[src/rtl/crack_scheduler_if.sv]
// Handshake bundle between crack_scheduler and its control port and crack cores.
// master is the scheduler side, slave is the top-level/worker side.
interface crack_scheduler_if #(
    parameter int NWORKERS = 2,
    parameter int KEY_W    = 24
);
    logic                      en;
    logic                      rdy;
    logic                      key_valid;
    logic [KEY_W-1:0]          key;
    logic [NWORKERS-1:0]       w_start;
    logic [NWORKERS*KEY_W-1:0] w_base;
    logic                      w_abort;
    logic [NWORKERS-1:0]       w_rdy;
    logic [NWORKERS-1:0]       w_done;
    logic [NWORKERS-1:0]       w_found;
    logic [NWORKERS*KEY_W-1:0] w_key;

    modport master (
        input  en, w_rdy, w_done, w_found, w_key,
        output rdy, key_valid, key, w_start, w_base, w_abort
    );

    modport slave (
        output en, w_rdy, w_done, w_found, w_key,
        input  rdy, key_valid, key, w_start, w_base, w_abort
    );
endinterface

[src/rtl/crack_scheduler.sv]
// Splits the key space into blocks, dispatches them to crack cores, and stops
// all cores on the first reported hit.
module crack_scheduler #(
    parameter int NWORKERS  = 2,
    parameter int KEY_W     = 24,
    parameter int BLOCK_LOG = 20
) (
    input  logic                clk,
    input  logic                rst_n,
    crack_scheduler_if.master   bus
);
    localparam logic [KEY_W:0] BLOCK_STEP = {{KEY_W{1'b0}}, 1'b1} << BLOCK_LOG;

    typedef enum logic [1:0] {IDLE, RUN, ABORT, DONE} state_t;

    state_t                    state, state_nxt;
    logic [KEY_W:0]            next_base, next_base_nxt;
    logic [NWORKERS-1:0]       busy, busy_nxt;
    logic                      hit, hit_nxt;
    logic                      key_valid_nxt, rdy_nxt, w_abort_nxt;
    logic [KEY_W-1:0]          key_nxt;
    logic [NWORKERS-1:0]       w_start_nxt;
    logic [NWORKERS*KEY_W-1:0] w_base_nxt;

    logic [NWORKERS-1:0]       found_vec;
    logic                      found_any;
    logic [KEY_W-1:0]          found_key;
    logic                      found_pick;
    logic [NWORKERS-1:0]       cand;
    logic [KEY_W:0]            base_src;
    logic                      do_disp;
    logic                      disp_pick;

    assign found_vec = bus.w_done & bus.w_found;
    assign found_any = |found_vec;

    // Lowest-index hit wins when several cores report in the same cycle.
    always_comb begin
        found_key  = '0;
        found_pick = 1'b0;
        for (int unsigned i = 0; i < NWORKERS; i++) begin
            if (found_vec[i] && !found_pick) begin
                found_pick = 1'b1;
                found_key  = bus.w_key[i*KEY_W +: KEY_W];
            end
        end
    end

    always_ff @(posedge clk or negedge rst_n) begin
        if (!rst_n) state <= IDLE;
        else        state <= state_nxt;
    end

    always_comb begin
        state_nxt = state;
        case (state)
            IDLE, DONE: if (bus.en) state_nxt = RUN;
            RUN: begin
                if (found_any)
                    state_nxt = ABORT;
                else if (next_base[KEY_W] && ((busy & ~bus.w_done) == '0))
                    state_nxt = DONE;
            end
            ABORT: if (&bus.w_rdy) state_nxt = DONE;
            default: state_nxt = IDLE;
        endcase
    end

    // Computes the next value of every registered output and datapath register.
    always_comb begin
        next_base_nxt = next_base;
        busy_nxt      = busy;
        hit_nxt       = hit;
        key_nxt       = bus.key;
        key_valid_nxt = bus.key_valid;
        w_start_nxt   = '0;
        w_base_nxt    = bus.w_base;
        cand          = '0;
        base_src      = next_base;
        do_disp       = 1'b0;
        disp_pick     = 1'b0;
        case (state)
            IDLE, DONE: begin
                if (bus.en) begin
                    key_valid_nxt = 1'b0;
                    key_nxt       = '0;
                    hit_nxt       = 1'b0;
                    busy_nxt      = '0;
                    next_base_nxt = '0;
                    base_src      = '0;
                    cand          = bus.w_rdy;
                    do_disp       = 1'b1;
                end
            end
            RUN: begin
                busy_nxt = busy & ~bus.w_done;
                if (found_any) begin
                    key_nxt = found_key;
                    hit_nxt = 1'b1;
                end else begin
                    cand    = bus.w_rdy & ~busy & ~bus.w_done;
                    do_disp = !next_base[KEY_W];
                end
            end
            ABORT: begin
                if (&bus.w_rdy) begin
                    busy_nxt      = '0;
                    key_valid_nxt = 1'b1;
                end
            end
            default: ;
        endcase
        if (do_disp) begin
            for (int unsigned i = 0; i < NWORKERS; i++) begin
                if (cand[i] && !disp_pick) begin
                    disp_pick                       = 1'b1;
                    w_start_nxt[i]                  = 1'b1;
                    w_base_nxt[i*KEY_W +: KEY_W]    = base_src[KEY_W-1:0];
                    busy_nxt[i]                     = 1'b1;
                    next_base_nxt                   = base_src + BLOCK_STEP;
                end
            end
        end
        rdy_nxt     = (state_nxt == IDLE) || (state_nxt == DONE);
        w_abort_nxt = (state_nxt == ABORT);
    end

    always_ff @(posedge clk or negedge rst_n) begin
        if (!rst_n) begin
            next_base     <= '0;
            busy          <= '0;
            hit           <= 1'b0;
            bus.rdy       <= 1'b1;
            bus.key_valid <= 1'b0;
            bus.key       <= '0;
            bus.w_start   <= '0;
            bus.w_base    <= '0;
            bus.w_abort   <= 1'b0;
        end else begin
            next_base     <= next_base_nxt;
            busy          <= busy_nxt;
            hit           <= hit_nxt;
            bus.rdy       <= rdy_nxt;
            bus.key_valid <= key_valid_nxt;
            bus.key       <= key_nxt;
            bus.w_start   <= w_start_nxt;
            bus.w_base    <= w_base_nxt;
            bus.w_abort   <= w_abort_nxt;
        end
    end
endmodule

[src/flat_wrapper.sv]
// flat-port wrapper written by rule: the top's interface ports become plain ports
module crack_scheduler_flat 
#(
    parameter int NWORKERS  = 2,
    parameter int KEY_W     = 24,
    parameter int BLOCK_LOG = 20
)
  (clk, rst_n, bus_en, bus_w_rdy, bus_w_done, bus_w_found, bus_w_key, bus_rdy, bus_key_valid, bus_key, bus_w_start, bus_w_base, bus_w_abort);
  crack_scheduler_if #(.NWORKERS(NWORKERS), .KEY_W(KEY_W)) bus_i ();
  input  logic clk;
  input  logic rst_n;
  input wire logic [$bits(bus_i.en)-1:0] bus_en;
  input wire logic [$bits(bus_i.w_rdy)-1:0] bus_w_rdy;
  input wire logic [$bits(bus_i.w_done)-1:0] bus_w_done;
  input wire logic [$bits(bus_i.w_found)-1:0] bus_w_found;
  input wire logic [$bits(bus_i.w_key)-1:0] bus_w_key;
  output wire logic [$bits(bus_i.rdy)-1:0] bus_rdy;
  output wire logic [$bits(bus_i.key_valid)-1:0] bus_key_valid;
  output wire logic [$bits(bus_i.key)-1:0] bus_key;
  output wire logic [$bits(bus_i.w_start)-1:0] bus_w_start;
  output wire logic [$bits(bus_i.w_base)-1:0] bus_w_base;
  output wire logic [$bits(bus_i.w_abort)-1:0] bus_w_abort;
  assign bus_i.en = bus_en;
  assign bus_i.w_rdy = bus_w_rdy;
  assign bus_i.w_done = bus_w_done;
  assign bus_i.w_found = bus_w_found;
  assign bus_i.w_key = bus_w_key;
  assign bus_rdy = bus_i.rdy;
  assign bus_key_valid = bus_i.key_valid;
  assign bus_key = bus_i.key;
  assign bus_w_start = bus_i.w_start;
  assign bus_w_base = bus_i.w_base;
  assign bus_w_abort = bus_i.w_abort;
  crack_scheduler #(.NWORKERS(NWORKERS), .KEY_W(KEY_W), .BLOCK_LOG(BLOCK_LOG)) u_core (.clk(clk), .rst_n(rst_n), .bus(bus_i));
endmodule
[config.mk]
export PLATFORM = sky130hd
export DESIGN_NAME = crack_scheduler_flat
export DESIGN_NICKNAME = d
export VERILOG_FILES = /design/src/rtl/crack_scheduler_if.sv /design/src/rtl/crack_scheduler.sv /design/src/flat_wrapper.sv
export SDC_FILE = /design/constraint.sdc
export NUM_CORES = 1
export LEC_CHECK = 0
export BUFFER_PORTS_ARGS = -buffer_cell sky130_fd_sc_hd__buf_2
export CORE_ASPECT_RATIO = 2
export CORE_UTILIZATION = 30
export CTS_CLUSTER_DIAMETER = 120
export DETAILED_ROUTE_END_ITERATION = 16
export PLACE_DENSITY_LB_ADDON = 0.05
export SLEW_MARGIN = 20
export SYNTH_ARGS = -nofsm -noshare
export SYNTH_HDL_FRONTEND = slang
export SYNTH_SLANG_ARGS = --single-unit
[constraint.sdc]
create_clock -name clk -period 2.7 [get_ports clk]
set_input_delay 0.27 -clock clk [delete_from_list [all_inputs] [get_ports clk]]
set_output_delay 0.27 -clock clk [all_outputs]
set_load 0.02 [all_outputs]
==> run summary <==
============================================================================
Run status .................................................... complete, no violations
Antenna violations before repair ..............................            0
Cell chain of the critical path ............................... inv_1, ha_1, nand2_1, a2bb2oi_2, or3_2, buf_12, mux2_4
Vias/cell .....................................................        4.761
Number of nets still failing antenna checks after routing .....            0
CTS sink cnt ..................................................          106
Number of global-route vias before repair .....................         3284
Clock Path Buffers ............................................            2
Total setup violations reported at the end of the flow ........            0
Crit path arrival time ........................................      2.65 ns
Buffers plus inverters on the worst setup path ................            2
Slack of the worst reg-to-reg path ............................      0.28 ns
Classification of the worst setup path ........................ flip-flop to flip-flop
Grt ovf .......................................................            0
Share of Yosys cell area claimed by the top area cell type ....       0.5731
Mean post-synth cell area .....................................    12.63 µm²
Global routing usage on met2 ..................................       0.2662
Clock tree from TritonCTS .....................................          yes
Crit share post-route .........................................       0.8956
Total of warnings raised by yosys .............................            0
Power consumption .............................................      5209 µW
# Post-CTS Setup Buffers ......................................            0
Ports .........................................................          134
Post-Syn Nets .................................................          424
Cell Area, Synth ..............................................     4584 µm²
Top cell types by occurrence after synthesis .................. 105 x sky130_fd_sc_hd__dfrtp_1, 49 x sky130_fd_sc_hd__nand3_1, 32 x sky130_fd_sc_hd__mux2_2
Overall die area ..............................................    15810 µm²
Leakage .......................................................  0.003048 µW
Cells after synthesis .........................................          363
Wire length of the first global-routing pass ..................     16620 µm
Launch instance of the worst register-to-register path ........ u_core.state[0]
Reg2Reg Capture Point ......................................... u_core.bus.w_base[43]
Kind of end point of the critical path ........................    flip-flop
Instance area after placement .................................     5451 µm²
Total iterations of the first detailed-routing run ............            4
WHS Endpoint .................................................. u_core.bus.key_valid
Max incr delay on CP ..........................................      0.54 ns
Detailed Place HPWL ...........................................      7898 µm
Worst Hold Launch ............................................. bus_w_rdy[1]
Fmax ..........................................................   0.4136 GHz
Starting Density ..............................................       0.3077
Seq cells post-synth ..........................................          106
RSZ-0062 raised after global routing ..........................        false
Antenna Diode Count ...........................................            0
Setup crit start kind .........................................    flip-flop
P&R area growth vs syn ........................................       25.22%
Met3 Usage GRT ................................................      0.02006
Number of cell rows ...........................................           63
Max stage delay cell, worst path .............................. sky130_fd_sc_hd__or3_2
Clock network latency to the later pin of the worst-skew pair .      0.35 ns
Pin slew with the least headroom to its limit .................    0.8833 ns
Post-cts sizing count .........................................            0
Root buf cell ................................................. sky130_fd_sc_hd__clkbuf_16
Placeable Area ................................................    14900 µm²
Final routed DRC violation total ..............................            0
Most frequently used cell type in the post-synthesis netlist .. sky130_fd_sc_hd__dfrtp_1
Most used flip-flop cell after synthesis ...................... sky130_fd_sc_hd__dfrtp_1
Critical-path maximum fanout ..................................           24
Setup ws final ................................................    0.2819 ns
Starting DRC count in detailed routing ........................           90
Dominant cell type by area after synthesis .................... sky130_fd_sc_hd__dfrtp_1
Number of levels in the clock H-tree ..........................            3
DP Worst Slack ................................................    0.2711 ns
Post-synthesis sequential area ratio ..........................       0.5789
Largest net degree at the start of global routing .............           49
Power per standard cell area .................................. 907.4 nW/µm²
Count of distinct cell types in the synthesized netlist .......           43
Top cell family by delay on the critical path ................. simple AND/OR/NAND/NOR gates
Time the final worst path needs with I/O delays and setup .....     2.418 ns
Count of pins over their slew limit ...........................            0
Die width .....................................................     89.41 µm
Clk_skew ......................................................  0.009686 ns
Filler instances ..............................................         1510
Net total in the final layout .................................          551
Hold violation total from the final report ....................            0
Post-CTS Hold Buffers .........................................            1
Top cells by area, synth ...................................... sky130_fd_sc_hd__dfrtp_1 57%, sky130_fd_sc_hd__mux2_2 7.9%, sky130_fd_sc_hd__mux2_4 5.9%
Layer with the highest usage ..................................         met2
Via count .....................................................         3280
Port buffer count .............................................          133
Critical Path RT ..............................................      2.93 ns
Worst slew margin relative to its limit .......................       0.4111
CTS clk-pin slew, worst paths .................................      0.07 ns
Smallest hold slack ...........................................    0.2809 ns
Async set-or-reset flop fraction in the synthesized netlist ...        1.000
Fraction of layout instances using a drive strength above 1 ...       0.4393
Routed len/inst ...............................................     15.88 µm
Post-synth EDFFs ..............................................            0
Max-cap violation count .......................................            0
RePlAce Congestion ............................................       0.7466
Worst vdd rail ir drop ........................................  0.0003214 V
Vert. Die Dim .................................................     176.8 µm
Post-route setup TNS ..........................................         0 ns
Worst R2R Path Depth ..........................................            7
Final instance area ...........................................     5741 µm²
Worst hold stages .............................................            3
Routed Wire Length ............................................     10940 µm
Fraction of met1 tracks used by global routing ................       0.1482
Hold WC Path Type ............................................. input port to flip-flop
Overall global routing resource usage .........................       0.1396
CTS buffer count ..............................................            9
============================================================================
## worst max-delay path by stage
stage                                from                    end  slack, ns  cells past startpoint
after floorplan           u_core.state[0]  u_core.bus.w_base[10]       0.54                      8
after global routing      u_core.state[0]  u_core.bus.w_base[32]       0.16                      7
final                     u_core.state[0]  u_core.bus.w_base[43]       0.28                      7
after global placement    u_core.state[0]  u_core.bus.w_base[43]       0.31                      7
after detailed placement  u_core.state[0]  u_core.bus.w_base[42]       0.27                      7
after CTS                 u_core.state[0]  u_core.bus.w_base[32]       0.25                      7
## power by group
| part | leakage (µW) | switching [µW] | total, µW | internal, µW |
|---|---|---|---|---|
| registers | 0.00146 | 143 | 2010 | 1860 |
| clock network | 0.000132 | 598 | 1250 | 653 |
| logic | 0.00146 | 1190 | 1950 | 761 |
| total | 0.00305 | 1930 | 5210 | 3280 |
## sequential cells by signal, summed over array words and instances (netlist names)
name                  cells
u_core.bus.w_abort        1
u_core.next_base         25
u_core.bus.rdy            1
u_core.bus.w_base        48
u_core.busy               2
u_core.state              2
u_core.bus.w_start        2
u_core.bus.key           24
u_core.bus.key_valid      1
## cells in the final DEF (no fill, tap or decap), types with 2 or more instances in the layout
cell type,n
sky130_fd_sc_hd__buf_12,3
sky130_fd_sc_hd__nand3_1,49
sky130_fd_sc_hd__mux2_2,32
sky130_fd_sc_hd__o21a_1,3
sky130_fd_sc_hd__and2_1,24
sky130_fd_sc_hd__o21ai_0,3
sky130_fd_sc_hd__a22o_1,26
sky130_fd_sc_hd__clkbuf_16,9
sky130_fd_sc_hd__buf_2,132
sky130_fd_sc_hd__mux2_4,18
sky130_fd_sc_hd__nand2_1,6
sky130_fd_sc_hd__inv_1,6
sky130_fd_sc_hd__ha_1,4
sky130_fd_sc_hd__dfrtp_1,105
sky130_fd_sc_hd__nor3b_1,2
sky130_fd_sc_hd__clkinvlp_4,2
sky130_fd_sc_hd__nor2_1,2
sky130_fd_sc_hd__nand2b_1,3
sky130_fd_sc_hd__a2bb2oi_2,2
sky130_fd_sc_hd__a21oi_1,28
sky130_fd_sc_hd__buf_4,9
sky130_fd_sc_hd__a31oi_1,2
## worst reg2reg max path, stage by stage (launching register included)
cell and delay [ns]:
sky130_fd_sc_hd__dfrtp_1 0.39, sky130_fd_sc_hd__inv_1 0.08, sky130_fd_sc_hd__ha_1 0.39, sky130_fd_sc_hd__nand2_1 0.17, sky130_fd_sc_hd__a2bb2oi_2 0.21, sky130_fd_sc_hd__or3_2 0.55, sky130_fd_sc_hd__buf_12 0.21, sky130_fd_sc_hd__mux2_4 0.32
## through the flow
| step | util | instances |
|---|---|---|
| 4_1_cts | 0.3853 | 689 |
| 5_1_grt | 0.3853 | 689 |
| 2_1_floorplan | - | 363 |
| 3_5_place_dp | 0.3659 | 673 |
| 6_report | 0.3853 | 689 |
| 3_3_place_gp | 0.3659 | 673 |
## layer usage
layer / wire length (µm) / part of all wire
met5: 0 / 0
met4: 147 / 0.013
met3: 404 / 0.037
met2: 5989 / 0.55
met1: 4402 / 0.40
## final cells by class
class,count,area [µm²],share of cell area
sequential,106,2654,0.4623
multi-input combinational,222,1743,0.3036
timing repair buffer,145,798.3,0.1391
tap,195,244.0,0.04250
clock buffer,10,239.0,0.04163
clock inverter,5,40.04,0.006975
inverter,6,22.52,0.003923
## cells by family after synthesis
| group | share of synthesized area |
|---|---|
| adders and majority gates | 0.01092 |
| muxes | 0.1397 |
| buffers and inverters | 0.04257 |
| DFF | 0.5789 |
| AOI/OAI and AO/OA | 0.1138 |
| and+or+nand+nor | 0.1103 |
| xor gates and xnor gates | 0.003822 |
(Power assumes the default switching activity.)
